**src/rtl/cpu_pkg.sv**
```systemverilog
// Shared definitions for the 16-bit RISC front end: widths, opcode map and instruction field positions.
package cpu_pkg;

    localparam int DATA_W    = 16;
    localparam int NUM_REGS  = 8;
    localparam int REG_SEL_W = $clog2(NUM_REGS);
    localparam int INSTR_W   = 16;
    localparam int ALU_OP_W  = 5;

    typedef enum logic [3:0] {
        OP_ADD   = 4'h0,
        OP_SUB   = 4'h1,
        OP_OR    = 4'h2,
        OP_XOR   = 4'h3,
        OP_AND   = 4'h4,
        OP_NOT   = 4'h5,
        OP_LOAD  = 4'h6,
        OP_STORE = 4'h7,
        OP_LDI   = 4'h8,
        OP_CMP   = 4'h9,
        OP_SHL   = 4'hA,
        OP_SHR   = 4'hB,
        OP_JMP   = 4'hC,
        OP_JMPC  = 4'hD,
        OP_RSV_E = 4'hE,
        OP_RSV_F = 4'hF
    } opcode_e;

    localparam int OPC_MSB  = 15;
    localparam int OPC_LSB  = 12;
    localparam int RD_MSB   = 11;
    localparam int RD_LSB   = 9;
    localparam int FLAG_BIT = 8;
    localparam int RA_MSB   = 7;
    localparam int RA_LSB   = 5;
    localparam int RB_MSB   = 4;
    localparam int RB_LSB   = 2;
    localparam int IMM_MSB  = 7;
    localparam int IMM_LSB  = 0;

    // Stores, jumps and the reserved opcodes produce no result for rD.
    function automatic logic writes_rd(input logic [3:0] op);
        case (op)
            OP_STORE, OP_JMP, OP_JMPC, OP_RSV_E, OP_RSV_F: writes_rd = 1'b0;
            default:                                       writes_rd = 1'b1;
        endcase
    endfunction

endpackage

```
**src/rtl/instruction_decoder_register_file.sv**
```systemverilog
// 8-entry register file with a registered dual read port and one write port.
// Optional macro R0_ZERO_EN: r0 reads as zero and ignores writes.
module register_file
    import cpu_pkg::*;
(
    input  logic                 clk,
    input  logic                 rst_n,
    input  logic                 enable,
    input  logic                 wr_enable,
    input  logic [REG_SEL_W-1:0] select_A,
    input  logic [REG_SEL_W-1:0] select_B,
    input  logic [REG_SEL_W-1:0] select_D,
    input  logic [DATA_W-1:0]    data_D,
    output logic [DATA_W-1:0]    data_A,
    output logic [DATA_W-1:0]    data_B
);

    logic [DATA_W-1:0] regs [NUM_REGS];
    logic              write_ok;
    logic [DATA_W-1:0] read_A;
    logic [DATA_W-1:0] read_B;

`ifdef R0_ZERO_EN
    assign write_ok = wr_enable && (select_D != '0);
    assign read_A   = (select_A == '0) ? '0 : regs[select_A];
    assign read_B   = (select_B == '0) ? '0 : regs[select_B];
`else
    assign write_ok = wr_enable;
    assign read_A   = regs[select_A];
    assign read_B   = regs[select_B];
`endif

    always_ff @(posedge clk or negedge rst_n) begin
        if (!rst_n) begin
            for (int i = 0; i < NUM_REGS; i++) regs[i] <= '0;
        end else if (write_ok) begin
            regs[select_D] <= data_D;
        end
    end

    // Reads sample the pre-edge array, so a same-edge write is seen only on the next read.
    always_ff @(posedge clk or negedge rst_n) begin
        if (!rst_n) begin
            data_A <= '0;
            data_B <= '0;
        end else if (enable) begin
            data_A <= read_A;
            data_B <= read_B;
        end
    end

endmodule

```
**src/rtl/instruction_decoder.sv**
```systemverilog
// Instruction decoder: latches decode fields of a 16-bit instruction and reads operands from the register file.
// Optional macro R0_ZERO_EN (handled inside register_file) hard-wires r0 to zero.
module instruction_decoder
    import cpu_pkg::*;
(
    input  logic                 I_clk,
    input  logic                 I_rst_n,
    input  logic                 I_enable,
    input  logic [INSTR_W-1:0]   I_instruction,
    input  logic                 I_rd_enable,
    input  logic                 I_wb_enable,
    input  logic [DATA_W-1:0]    I_wb_data,
    output logic [ALU_OP_W-1:0]  O_alu_opcode,
    output logic [REG_SEL_W-1:0] O_select_A,
    output logic [REG_SEL_W-1:0] O_select_B,
    output logic [REG_SEL_W-1:0] O_select_D,
    output logic [DATA_W-1:0]    O_immediate,
    output logic                 O_reg_write_enable,
    output logic [DATA_W-1:0]    O_data_A,
    output logic [DATA_W-1:0]    O_data_B
);

    logic unused_low_bits;
    assign unused_low_bits = ^I_instruction[1:0];

    always_ff @(posedge I_clk or negedge I_rst_n) begin
        if (!I_rst_n) begin
            O_alu_opcode       <= '0;
            O_select_A         <= '0;
            O_select_B         <= '0;
            O_select_D         <= '0;
            O_immediate        <= '0;
            O_reg_write_enable <= 1'b0;
        end else if (I_enable) begin
            O_alu_opcode       <= {I_instruction[OPC_MSB:OPC_LSB], I_instruction[FLAG_BIT]};
            O_select_A         <= I_instruction[RA_MSB:RA_LSB];
            O_select_B         <= I_instruction[RB_MSB:RB_LSB];
            O_select_D         <= I_instruction[RD_MSB:RD_LSB];
            O_immediate        <= {I_instruction[IMM_MSB:IMM_LSB], I_instruction[IMM_MSB:IMM_LSB]};
            O_reg_write_enable <= writes_rd(I_instruction[OPC_MSB:OPC_LSB]);
        end
    end

    // Write-back is qualified by the currently latched decode, not the one arriving on this edge.
    register_file u_register_file (
        .clk       (I_clk),
        .rst_n     (I_rst_n),
        .enable    (I_rd_enable),
        .wr_enable (I_wb_enable & O_reg_write_enable),
        .select_A  (O_select_A),
        .select_B  (O_select_B),
        .select_D  (O_select_D),
        .data_D    (I_wb_data),
        .data_A    (O_data_A),
        .data_B    (O_data_B)
    );

endmodule

```
**config.mk**
```make
export PLATFORM = sky130hd
export DESIGN_NAME = instruction_decoder
export DESIGN_NICKNAME = d
export VERILOG_FILES = /design/src/rtl/cpu_pkg.sv /design/src/rtl/instruction_decoder_register_file.sv /design/src/rtl/instruction_decoder.sv
export SDC_FILE = /design/constraint.sdc
export NUM_CORES = 1
export LEC_CHECK = 0
export CAP_MARGIN = 10
export CORE_ASPECT_RATIO = 0.7
export CORE_MARGIN = 2
export CORE_UTILIZATION = 45
export DETAILED_ROUTE_END_ITERATION = 7
export GPL_ROUTABILITY_DRIVEN = 0
export PLACE_DENSITY = 0.77
export REMOVE_ABC_BUFFERS = 1
export SLEW_MARGIN = 5
export SYNTH_ARGS = -nofsm -noshare
export SYNTH_HDL_FRONTEND = slang
export SYNTH_HIERARCHICAL = 1
export SYNTH_SLANG_ARGS = --single-unit
```
**constraint.sdc**
```tcl
create_clock -name I_clk -period 5.4 [get_ports I_clk]
set_clock_uncertainty 0.2 [all_clocks]
set_input_delay 1.08 -clock I_clk [delete_from_list [all_inputs] [get_ports I_clk]]
set_output_delay 1.08 -clock I_clk [all_outputs]
set_load 0.005 [all_outputs]
```
==> results.cfg <==
[layout]
diodes = 0
finalNetCount = 799
drive_gt1_share_pct = 26.1
area_delta_synth_final_pct = 17.4
multi_input_area_sq_um = 4240
fillCellCount = 1662
seq_area_sq_um = 4440

[floorplanning]
placement_rows = 43
die_h_microns = 123
die_area_sq_um = 21500
fp.coreArea_sq_um = 19900
io_pins = 100
start_util_pct = 46.1
die_x_microns = 174

[route]
wl_microns = 22400
ant_nets = 0
m1WireLength_microns = 10900
met2_length_microns = 10200
drt_pass1_iterations = 5
wl_per_cell_microns = 21.4
via_per_inst = 5.88
num_vias = 6149
first_iter_violations = 560
wl_met3_microns = 1020
top_layer = met4
drc_errors = 0

[clock_tree]
cts-root-buf = clkbuf_16
cts.htree.levels = 4
cts_num_sinks = 177
cts_resized = 0
clk_pin_slew_ns = 0.06
numCtsBuffers = 17
cts_setup_buffers = 0
clockBufferDepth = 2
cts_tree = yes
hold_buffers = 0
clock_latency_ns = 0.43

[job]
drv_cap = 0

[grt]
track_usage_pct = 21.8
grt_max_degree = 76
grt_pass1_wl_microns = 35600
antenna_found_initial = 0
grt_pass1_vias = 6129
grt-ovfl-total = 0

[sta]
tns_ns = 0
worst_pin_slew_ns = 1.19
finalMaxSlewViolations = 0
period_share_pct = 63.7
rsz0062_at_grt = no
fmax_ghz = 0.291
slew_headroom_pct = 20.6
layout_min_cycle_time_ns = 3.44
setup-violations-final = 0
hold_violations = 0

[hold_path]
hp-start = O_alu_opcode[4]
hold_class = reg -> reg

[logic_synthesis]
synth_warnings = 6
synthMuxAreaShare_pct = 28.8
postSynthAreaPerCell_sq_um = 13.0
synth_simple_gate_area_share_pct = 8.14
netlist_instances = 701
async_reset_ff_share_pct = 100
seq_area_frac_synth_pct = 48.4
yosys.area_share.xor_xnor_pct = 0
syn_area_sq_um = 9140
ys_types = 29
ys_seq_elements = 177
synth_fa_ha_area_share_pct = 0
synth_top_family_by_area = multiplexers
synth_ff_type = dfrtp_1
synth_commonest_cells = 177 x dfrtp_1, 126 x mux2_2, 96 x mux2i_1
synth_area_leaders = dfrtp_1 48%, mux2_2 16%, mux2i_1 11%
synth_top_area_cell = dfrtp_1
yosys.area.top_type_share_pct = 48.4
synth_most_common_cell = dfrtp_1
synth_compound_area_share_pct = 9.41
synth_edf_count = 0

[setup_path]
startpoint_type = register
crit_required_ns = 4.12
critPathArrivalTime_ns = 2.16
end_kind = output port
regToRegStartpoint = O_immediate[7]
crit_fanout = 15
cp-startpoint = O_immediate[7]
crit_type = reg -> out

[power_and_ir_drop]
peakVddDrop_uv = 192
total_power_w = 0.00471
leakage_nw = 4.78
power_density_nw_per_um2 = 439

[status]
status = complete, no violations

[placement]
dp_hpwl_microns = 13500
portBuffers = 99
[routing by layer]
metal | GRT usage (%) | vias up
met3 | 4.46 | 23
met2 | 34.3 | 163
met1 | 31.1 | 3255
met4 | 5.20 | 0
met5 | 0 | -
li1 | - | 2708
[critical path, cell delays in order, from the launching register on]
cell and delay [ns]:
dfrtp_1 0.87, buf_4 0.32, clkdlybuf4s50_1 0.53
[layout make-up]
cell class | instances | area share [%]
Multi-Input combinational cell | 452 | 39.5
Clock inverter | 9 | 1.20
Sequential cell | 177 | 41.3
Timing Repair Buffer | 113 | 10.2
Clock buffer | 23 | 4.55
Inverter | 1 | 0.0350
Tap cell | 270 | 3.15
[metrics by stage]
step | util, % | area (sq um) | setup WS, ns | instances | hold slack (ns)
after CTS | 54.0 | 10700 | 1.99 | 1045 | 0.316
final | 54.0 | 10700 | 1.96 | 1045 | 0.314
after global routing | 54.0 | 10700 | 1.91 | 1045 | 0.329
after global placement | 50.9 | 10100 | 1.70 | 1013 | 0.291
after detailed placement | 50.9 | 10100 | 1.67 | 1013 | 0.296
after floorplan | - | 8670 | 1.87 | 630 | 0.287
[cell families after synthesis]
logic type,count (synthesis)
buffers and inverters,72
AOI/OAI and AO/OA,99
and+or+nand+nor,114
muxes,239
DFF,177
[power breakdown]
part	total [W]	switching, W	leakage [nW]	internal [W]
clock	0.00128	0.000507	0.299	0.000776
sequential	0.00212	0.000352	2.14	0.00177
combinational	0.00130	0.000503	2.34	0.000801
total	0.00471	0.00136	4.78	0.00335
[registers in the layout, indices dropped and copies added (netlist names)]
signal / flops
u_register_file/regs: 128
u_register_file/data_A: 16
u_register_file/data_B: 16
O_alu_opcode: 5
O_immediate: 4
O_select_D: 3
O_select_A: 2
O_select_B: 2
O_reg_write_enable: 1
[placed cells by master, fill, tap and decap left out, types with 2 or more instances in the layout]
master | synthesis | layout
clkbuf_8 | 0 | 4
clkinvlp_4 | 0 | 2
nor2b_1 | 64 | 63
nand4b_2 | 3 | 3
bufinv_16 | 0 | 3
nand2_1 | 2 | 2
clkbuf_16 | 0 | 17
nand3_1 | 32 | 32
mux2_4 | 17 | 17
a211o_1 | 32 | 32
a22oi_1 | 32 | 32
mux2_2 | 126 | 126
nor3b_4 | 2 | 2
and2b_1 | 2 | 2
dfrtp_4 | 0 | 2
clkinv_2 | 0 | 3
clkbuf_1 | 14 | 2
nor2_1 | 2 | 2
clkdlybuf4s50_1 | 0 | 97
nand2b_1 | 2 | 2
dfrtp_1 | 177 | 175
a41o_1 | 32 | 32
buf_4 | 26 | 14
mux2i_1 | 96 | 96
[final timing paths]
check                                             end  slack, ns  cells past startpoint
hold reg to reg                       O_alu_opcode[4]       0.31                      1
setup / recovery                        O_select_A[2]       1.96                      2
hold / removal                        O_alu_opcode[4]       0.31                      1
min in group asynchronous   u_register_file/data_B[7]       0.46                      1
max in group asynchronous  u_register_file/data_A[14]       3.51                      2
setup reg to reg            u_register_file/data_A[9]       2.64                      3
Note: power is estimated with default switching activity, not from simulation.
